## config.mk

```make
export PLATFORM = sky130hd
export DESIGN_NAME = vc_input_buffer
export DESIGN_NICKNAME = d
export VERILOG_FILES = /design/src/rtl/noc_params.sv /design/src/rtl/vc_input_buffer_fifo.sv /design/src/rtl/vc_input_buffer.sv
export SDC_FILE = /design/constraint.sdc
export NUM_CORES = 1
export LEC_CHECK = 0
export CAP_MARGIN = 20
export CORE_MARGIN = 3
export CORE_UTILIZATION = 40
export DETAILED_ROUTE_END_ITERATION = 16
export PLACE_DENSITY = 0.56
export SLEW_MARGIN = 0
export SYNTH_ARGS = -nofsm -noshare
export SYNTH_HDL_FRONTEND = slang
export SYNTH_SLANG_ARGS = --single-unit
```

## constraint.sdc

```tcl
create_clock -name clk -period 4.3 [get_ports clk]
set_input_delay 0.43 -clock clk [delete_from_list [all_inputs] [get_ports clk]]
set_output_delay 0.43 -clock clk [all_outputs]
set_load 0.05 [all_outputs]
```

## src/rtl/noc_params.sv

```systemverilog
// Shared NoC parameter defaults and the elaboration-time clog2 helper.
package noc_params;

  localparam int FLIT_SIZE_DEF   = 8;
  localparam int BUFFER_SIZE_DEF = 8;
  localparam int VC_NUM_DEF      = 2;

  // Ceiling log2; clog2(1) = 0, clog2(2) = 1, clog2(3) = 2.
  function automatic int clog2(input int value);
    int r;
    int v;
    r = 0;
    v = value - 1;
    while (v > 0) begin
      r = r + 1;
      v = v >> 1;
    end
    return r;
  endfunction

endpackage

```

## src/rtl/vc_input_buffer_fifo.sv

```systemverilog
// One virtual-channel circular flit queue with registered flags and credit.
module vc_fifo
  import noc_params::*;
#(
  parameter int FLIT_SIZE   = FLIT_SIZE_DEF,
  parameter int BUFFER_SIZE = BUFFER_SIZE_DEF,
  localparam int CNT_W      = clog2(BUFFER_SIZE + 1)
) (
  input  logic                 clk,
  input  logic                 rst,
  input  logic [FLIT_SIZE-1:0] data_i,
  input  logic                 push_i,
  input  logic                 pop_i,
  output logic [FLIT_SIZE-1:0] data_o,
  output logic                 empty_o,
  output logic                 full_o,
  output logic [CNT_W-1:0]     count_o,
  output logic                 credit_o,
  output logic                 push_drop_o,
  output logic                 pop_ign_o
);

  localparam int PTR_W = clog2(BUFFER_SIZE);
  localparam logic [PTR_W-1:0] PTR_LAST = PTR_W'(BUFFER_SIZE - 1);
  localparam logic [CNT_W-1:0] CNT_FULL = CNT_W'(BUFFER_SIZE);

  logic [FLIT_SIZE-1:0] mem [BUFFER_SIZE];
  logic [PTR_W-1:0]     rd_ptr;
  logic [PTR_W-1:0]     wr_ptr;
  logic [CNT_W-1:0]     count_q;
  logic                 empty_q;
  logic                 full_q;
  logic                 credit_q;

  logic                 push_acc;
  logic                 pop_acc;
  logic [CNT_W-1:0]     count_nxt;

  // Accept/ignore decisions; a full queue still takes a push when it pops the same cycle.
  always_comb begin
    pop_acc     = pop_i & ~empty_q;
    push_acc    = push_i & (~full_q | pop_acc);
    push_drop_o = push_i & ~push_acc;
    pop_ign_o   = pop_i & empty_q;
    count_nxt   = count_q;
    case ({push_acc, pop_acc})
      2'b10:   count_nxt = count_q + CNT_W'(1);
      2'b01:   count_nxt = count_q - CNT_W'(1);
      default: count_nxt = count_q;
    endcase
  end

  // Flit storage; contents are not reset, pointers define validity.
  always_ff @(posedge clk) begin
    if (!rst && push_acc) begin
      mem[wr_ptr] <= data_i;
    end
  end

  // Pointers, occupancy, registered flags and the credit pulse.
  always_ff @(posedge clk) begin
    if (rst) begin
      rd_ptr   <= '0;
      wr_ptr   <= '0;
      count_q  <= '0;
      empty_q  <= 1'b1;
      full_q   <= 1'b0;
      credit_q <= 1'b0;
    end else begin
      if (push_acc) begin
        wr_ptr <= (wr_ptr == PTR_LAST) ? '0 : wr_ptr + PTR_W'(1);
      end
      if (pop_acc) begin
        rd_ptr <= (rd_ptr == PTR_LAST) ? '0 : rd_ptr + PTR_W'(1);
      end
      count_q  <= count_nxt;
      empty_q  <= (count_nxt == '0);
      full_q   <= (count_nxt == CNT_FULL);
      credit_q <= pop_acc;
    end
  end

  assign data_o   = mem[rd_ptr];
  assign empty_o  = empty_q;
  assign full_o   = full_q;
  assign count_o  = count_q;
  assign credit_o = credit_q;

endmodule

```

## src/rtl/vc_input_buffer.sv

```systemverilog
// Multi-VC router input buffer: write-VC decode, per-VC queues, sticky error flags.
module vc_input_buffer
  import noc_params::*;
#(
  parameter int FLIT_SIZE   = FLIT_SIZE_DEF,
  parameter int BUFFER_SIZE = BUFFER_SIZE_DEF,
  parameter int VC_NUM      = VC_NUM_DEF,
  localparam int VC_W       = (VC_NUM > 1) ? clog2(VC_NUM) : 1,
  localparam int CNT_W      = clog2(BUFFER_SIZE + 1)
) (
  input  logic                        clk,
  input  logic                        rst,
  input  logic [FLIT_SIZE-1:0]        data_i,
  input  logic                        write_i,
  input  logic [VC_W-1:0]             vc_wr_i,
  input  logic [VC_NUM-1:0]           read_i,
  output logic [VC_NUM*FLIT_SIZE-1:0] data_o,
  output logic [VC_NUM-1:0]           empty_o,
  output logic [VC_NUM-1:0]           full_o,
  output logic [VC_NUM*CNT_W-1:0]     count_o,
  output logic [VC_NUM-1:0]           credit_o,
  output logic                        overflow_o,
  output logic                        underflow_o
);

  localparam logic [VC_W:0] VC_LIM = (VC_W + 1)'(VC_NUM);

  logic              vc_in_range;
  logic [VC_NUM-1:0] push;
  logic [VC_NUM-1:0] push_drop;
  logic [VC_NUM-1:0] pop_ign;
  logic              overflow_q;
  logic              underflow_q;

  assign vc_in_range = ({1'b0, vc_wr_i} < VC_LIM);

  for (genvar v = 0; v < VC_NUM; v++) begin : g_vc
    assign push[v] = write_i & vc_in_range & (vc_wr_i == VC_W'(v));

    vc_fifo #(
      .FLIT_SIZE   (FLIT_SIZE),
      .BUFFER_SIZE (BUFFER_SIZE)
    ) u_fifo (
      .clk         (clk),
      .rst         (rst),
      .data_i      (data_i),
      .push_i      (push[v]),
      .pop_i       (read_i[v]),
      .data_o      (data_o[v*FLIT_SIZE +: FLIT_SIZE]),
      .empty_o     (empty_o[v]),
      .full_o      (full_o[v]),
      .count_o     (count_o[v*CNT_W +: CNT_W]),
      .credit_o    (credit_o[v]),
      .push_drop_o (push_drop[v]),
      .pop_ign_o   (pop_ign[v])
    );
  end

  // Sticky error flags: any dropped push or ignored pop, cleared only by reset.
  always_ff @(posedge clk) begin
    if (rst) begin
      overflow_q  <= 1'b0;
      underflow_q <= 1'b0;
    end else begin
      if ((|push_drop) || (write_i && !vc_in_range)) begin
        overflow_q <= 1'b1;
      end
      if (|pop_ign) begin
        underflow_q <= 1'b1;
      end
    end
  end

  assign overflow_o  = overflow_q;
  assign underflow_o = underflow_q;

endmodule

```

Word level (Yosys, flattened, before mapping) --
Memories as Yosys holds them, arrays and structs flattened. A register that Yosys moved wholly into a read port is not among the register bits. Cells that the tools add are included.
Word-level totals: bits in registers 28, RAM bits 128, bits of input ports 14, output and inout port bits 32, memories kept 2
Operators by class: $add $sub $neg 8, equal/unequal tests 10, multiplexer cells 14, bitwise operators 19, reductions and logical operators 7
Memory list:
- g_vc[0].u_fifo.mem | words 8, width 8, rd ports 1, clocked after Yosys merged registers in 1, write ports 1, line vc_input_buffer_fifo.sv:27 | logic [FLIT_SIZE-1:0] mem [BUFFER_SIZE];
- g_vc[1].u_fifo.mem | words 8, width 8, rd ports 1, clocked after Yosys merged registers in 1, write ports 1, line vc_input_buffer_fifo.sv:27
Operators by type and width (number):
- two-way mux 3 bit | 8
- one-hot mux 4 bit (2 select lines) | 2
- adder 3 x 1 -> 3 bit, second input constant | 4
- == test 3 bit, second input constant | 4
- bitwise AND 1 bit | 10
- adder 4 x 1 -> 4 bit, second input constant | 2
- == test 4 bit, second input constant | 2
- zero test 4 bit | 2
- subtractor 4 x 1 -> 4 bit, second input constant | 2
- inverter 1 bit | 7
- == test 2 x 1 -> 1 bit, second input constant | 2
- == test 2 bit, second input constant | 2
- two-way mux 1 bit | 4
- OR reduction 2 bit | 2
- logical AND 1 bit | 2
- bitwise OR 1 bit | 2
- zero test 1 bit | 1

Logic depth before layout (Yosys ltp) --
depth after elaboration 7, mapped depth 12, mapped depth without buffers 11

Cells and area by module --
From an unflattened synthesis, not the netlist that was laid out.
Second synthesis, totals: cells, all modules 363, area total of the unflattened synthesis 6545.0 µm²
By module, submodules not included:
- vc_fifo at g_vc[0].u_fifo | instances 1, cells each 178, area an instance 3239.4 µm², sequential area each 2242.2 µm²
- vc_fifo at g_vc[1].u_fifo | instances 1, cells each 177, area an instance 3235.6 µm², sequential area each 2242.2 µm²
- vc_input_buffer | instances 1, cells each 8, area an instance 70.1 µm², sequential area each 40.0 µm²

Least setup slack after synthesis --
No wires, ideal clock.
kind input port to flip-flop, from in read_i[0], to reg g_vc[0].u_fifo.full_q, data arrival time 2.315 ns, data required time 4.209 ns, path slack 1.894 ns, stages 12, buffers on the path 1, cells stage by stage nand2b_1 > buf_6 > a21oi_4 > nand2_1 > ha_1 > xor2_1 > ha_1 > a21oi_1 > xor2_1 > nor2_1 > xnor2_1 > nor4bb_1
Between the ends: word-level cells in the longest chain between the ends 6, elaborated cells between the ends (all ways) 7, classes of those cells eq/ne (3); mux (1); bitwise (3)
RTL lines:
- start, declared | line vc_input_buffer.sv:16 | input logic [VC_NUM-1:0] read_i,
- bitwise AND 1 bit * | line vc_input_buffer_fifo.sv:41 | pop_acc = pop_i & ~empty_q;
- bitwise OR 1 bit | line vc_input_buffer_fifo.sv:42 | push_acc = push_i & (~full_q | pop_acc);
- bitwise AND 1 bit | line vc_input_buffer_fifo.sv:42
- == test 2 x 1 -> 1 bit or == test 2 bit (tied branches) | line vc_input_buffer_fifo.sv:46 | case ({push_acc, pop_acc})
- one-hot mux 4 bit (2 select lines) * | line vc_input_buffer_fifo.sv:46
- == test 4 bit * | line vc_input_buffer_fifo.sv:78 | full_q <= (count_nxt == CNT_FULL);
- end signal, assigned | line vc_input_buffer_fifo.sv:78
- end, declared | line vc_input_buffer_fifo.sv:32 | logic full_q;
Mark *: on every way between the ends. The rest lies on a longest branch, timed or not. A chain may end at the register's enable or synchronous reset.

==> reports/qor_table.md <==
| Quantity | This run | Unit |
| --- | --- | --- |
| Ant. Diodes | 0 | - |
| PortBufs | 45 | - |
| Distinct cells, synth | 37 | - |
| Gp weighted congestion | 0.7407 | - |
| CP endpoint kind | primary output | - |
| Die Ht | 134.6 | um |
| Fin Setup TNS | 0 | ps |
| Wire length per cell after detailed routing | 18.14 | um |
| Router iterations before antenna repair | 4 | - |
| Worst Clk Skew | 5.647 | ps |
| Fmax | 290.0 | MHz |
| H-tree depth | 4 | - |
| Die width | 134.6 | um |
| Switching Share | 25.84 | % |
| Status | finished clean | - |
| Number of global-route vias before repair | 3410 | - |
| Cell accounting for the most synthesized area | sky130_fd_sc_hd__edfxtp_1 | - |
| Reg power frac | 46.1 | % |
| Number of nets in the synthesized netlist | 394 | - |
| Pre-CTS setup slack | 1082 | ps |
| Number of enable flip-flop cells after synthesis | 128 | - |
| Combinational cell fraction of total power | 15.9 | % |
| Site Rows | 46 | - |
| Hold crit path type | reg -> reg | - |
| Clk Latency, worst-skew pair | 420 | ps |
| Largest buffer count on any clock path | 2 | - |
| Critical Path AT | 3020 | ps |
| Via density per instance | 5.095 | - |
| Number of nets with antenna violations after detailed routing | 0 | - |
| Most common cell in the netlist | sky130_fd_sc_hd__edfxtp_1 | - |
| Number of maximum-capacitance violations | 0 | - |
| TritonCTS clock tree | yes | - |
| Share of power burned in the clock network | 38.0 | % |
| Worst IR Drop VDD | 0.2509 | mV |
| Fin crit period | 3448 | ps |
| Number of antenna violations at the first check in global routing | 0 | - |
| Clock transition at the register clock pins on the worst setup and hold paths after CTS | 60 | ps |
| Share of synthesized area occupied by flip-flops and latches | 68.42 | % |
| Type of the worst setup path | reg -> out | - |
| Total Power | 0.003939 | W |
| Number of warnings printed during yosys synthesis | 0 | - |
| Number of ports placed on the die boundary | 46 | - |
| Layout net count | 443 | - |
| Global routing usage summed across all routing layers | 13.98 | % |
| Number of buffers inserted to repair setup after CTS | 0 | - |
| Sum of net half-perimeters after detailed placement | 7.227 | mm |
| Capture endpoint of the worst hold path | underflow_o$_SDFFE_PP0P_ | - |
| Top FF cell, synth | sky130_fd_sc_hd__edfxtp_1 | - |
| Count of endpoints failing setup in the final report | 0 | - |
| Synth top cells by count | 128 x sky130_fd_sc_hd__edfxtp_1, 34 x sky130_fd_sc_hd__dfxtp_1, 32 x sky130_fd_sc_hd__mux4_1 | - |
| Ratio of cells with drive above 1 in the final layout | 13.55 | % |
| Share of synthesized flip-flops with an asynchronous set or reset | 0 | % |
| Leakage dissipation | 2.682 | nW |
| Worst reg-to-reg path cell count | 11 | - |
| Core Area | 0.01606 | mm^2 |
| Hold Path Cell Cnt | 2 | - |
| Reg-to-reg setup timing slack | 1580 | ps |
| CTS root buffer | sky130_fd_sc_hd__clkbuf_16 | - |
| Post-CTS Resized | 0 | - |
| Flop and latch count out of synthesis | 162 | - |
| R2r endpoint | g_vc[0].u_fifo.full_o$_SDFF_PP0_ | - |
| End-of-flow core utilization | 48.78 | % |
| Hold path start | underflow_o$_SDFFE_PP0P_ | - |
| Data required time at the worst endpoint | 3870 | ps |
| Power Dens Cells | 502.9 | mW/mm^2 |
| Ratio of final minimum period to clock period | 80.19 | % |
| Number of DRC markers in iteration 0 | 205 | - |
| Wire length of the first global-routing pass | 18.79 | mm |
| Maximum number of pins on one net before global-route repair | 17 | - |
| Grt ovf | 0 | - |
| Combined area of all synthesized cells | 0.006613 | mm^2 |
| Worst reg2reg path startpoint | g_vc[0].u_fifo.empty_o$_SDFF_PP1_ | - |
| Post-route DRC violation count | 0 | - |
| Number of hold buffers added after CTS | 0 | - |
| Effective utilization at floorplan | 41.18 | % |
| Sinks on Clock Net | 162 | - |
| Transition time at the pin with the least slew margin | 974.6 | ps |
| Slew Viols, Final | 0 | - |
| Hold Vio Cnt, Final | 0 | - |
| Area growth from synthesis to layout | 18.47 | % |
| Biggest area contributors in the synthesized netlist | sky130_fd_sc_hd__edfxtp_1 58%, sky130_fd_sc_hd__mux4_1 13%, sky130_fd_sc_hd__dfxtp_1 10% | - |
| Post-route worst setup slack | 851.6 | ps |
| Area enclosed by the die boundary | 0.01811 | mm^2 |
| Max_slew headroom | 34.79 | % |
| Area share of the largest cell type after synthesis | 58.13 | % |
| Mean instance size in the synthesized netlist | 18.07 | um^2 |
| Number of buffers created by CTS | 17 | - |
| Worst-path maximum fanout | 16 | - |
| Critical Path Start Type | flip-flop | - |
| Wirelength, routed | 11.69 | mm |
| Cells after synthesis | 366 | - |
| Switching component of the power | 0.001018 | W |
| Unrepaired setup endpoints after global routing | false | - |
| Internal portion of total power | 0.002921 | W |
| Routed vias | 3281 | - |
[cells in the final DEF, fill, tap and decap left out, drive strengths merged, types with 3 or more instances in the layout]
cell,Yosys,final
edfxtp,128,128
clkdlybuf4s50,0,45
dfxtp,34,34
mux4,32,32
nor2,26,26
clkbuf,4,18
mux2,16,16
ha,14,14
a21oi,13,13
nand2,12,12
nand2b,9,9
mux2i,7,7
buf,18,7
clkinvlp,0,6
nor3,5,5
and3b,5,5
nor2b,5,5
clkinv,0,5
xor2,4,4
xnor2,4,4
or3,4,4
nand3,4,4
nor3b,3,3
and2b,3,3
bufinv,0,3
[layer usage]
metal	track usage, %	share of wire [%]	up-vias
met5	0	0	-
met4	4.921	1.4	0
met3	4.322	3.4	16
met2	22.74	49	54
met1	17.90	46	1654
li1	-	-	1557
[how the worst max path moves through the flow]
| stage | depth (start not counted) | slack (ps) | end | start |
|---|---|---|---|---|
| 5_1_grt | 3 | 700 | data_o[11] | flip-flop |
| 3_3_place_gp | 12 | 1160 | g_vc[1].u_fifo.full_o$_SDFF_PP0_ | read_i[1] |
| 2_1_floorplan | 12 | 1890 | g_vc[0].u_fifo.full_o$_SDFF_PP0_ | read_i[0] |
| 6_report | 3 | 850 | data_o[11] | flip-flop |
| 4_1_cts | 3 | 780 | data_o[11] | flip-flop |
| 3_5_place_dp | 12 | 1080 | g_vc[0].u_fifo.full_o$_SDFF_PP0_ | read_i[0] |
[state kept, by name (all words and copies together) (netlist names), named ones only]
register,count
g_vc.u_fifo.mem,128
g_vc.u_fifo.count_o,8
g_vc.u_fifo.rd_ptr,6
g_vc.u_fifo.wr_ptr,6
g_vc.u_fifo.credit_o,2
g_vc.u_fifo.empty_o,2
g_vc.u_fifo.full_o,2
overflow_o,1
underflow_o,1
[metrics by stage]
step	instance area (um^2)	hold slack, ps	cells
2_1_floorplan	6613	462.1	366
3_3_place_gp	7239	470.3	612
3_5_place_dp	7239	479.6	612
4_1_cts	7834	498.4	644
5_1_grt	7834	537.7	644
6_report	7834	493.9	644
[critical path, stage by stage (launching register included)]
cell and delay, ps:
sky130_fd_sc_hd__dfxtp_1 930, sky130_fd_sc_hd__mux4_1 670, sky130_fd_sc_hd__mux2_2 290, sky130_fd_sc_hd__clkdlybuf4s50_1 700
[kinds of logic after synthesis]
kind of cell	synth area share, %
flip-flops	68.42
buffers and inverters	2.327
AND/OR/NAND/NOR	6.546
multiplexers	16.50
adder cells (fa/ha/maj)	2.649
AO/OA/AOI/OAI	2.498
XOR/XNOR	1.059
[final cells by class]
cell class	count	area (um^2)
Timing Repair Buffer	52	503.0
Tap cell	216	270.3
Sequential cell	162	4524
Clock inverter	14	165.2
Multi-Input combinational cell	180	1934
Inverter	2	7.507
Fill cell	1340	8224
Clock buffer	18	429.2
[power groups by stage]
| stage | registers [W] | logic (W) | clock network (W) |
|---|---|---|---|
| 6_report | 0.00182 | 0.000628 | 0.00150 |
| 5_1_grt | 0.00183 | 0.000674 | 0.00160 |
| 4_1_cts | 0.00182 | 0.000636 | 0.00153 |
| 3_5_place_dp | 0.00185 | 0.000633 | 0 |
| 3_3_place_gp | 0.00185 | 0.000626 | 0 |
| 2_1_floorplan | 0.00187 | 0.000456 | 0 |
No activity file was read; power rests on OpenSTA's default activity.
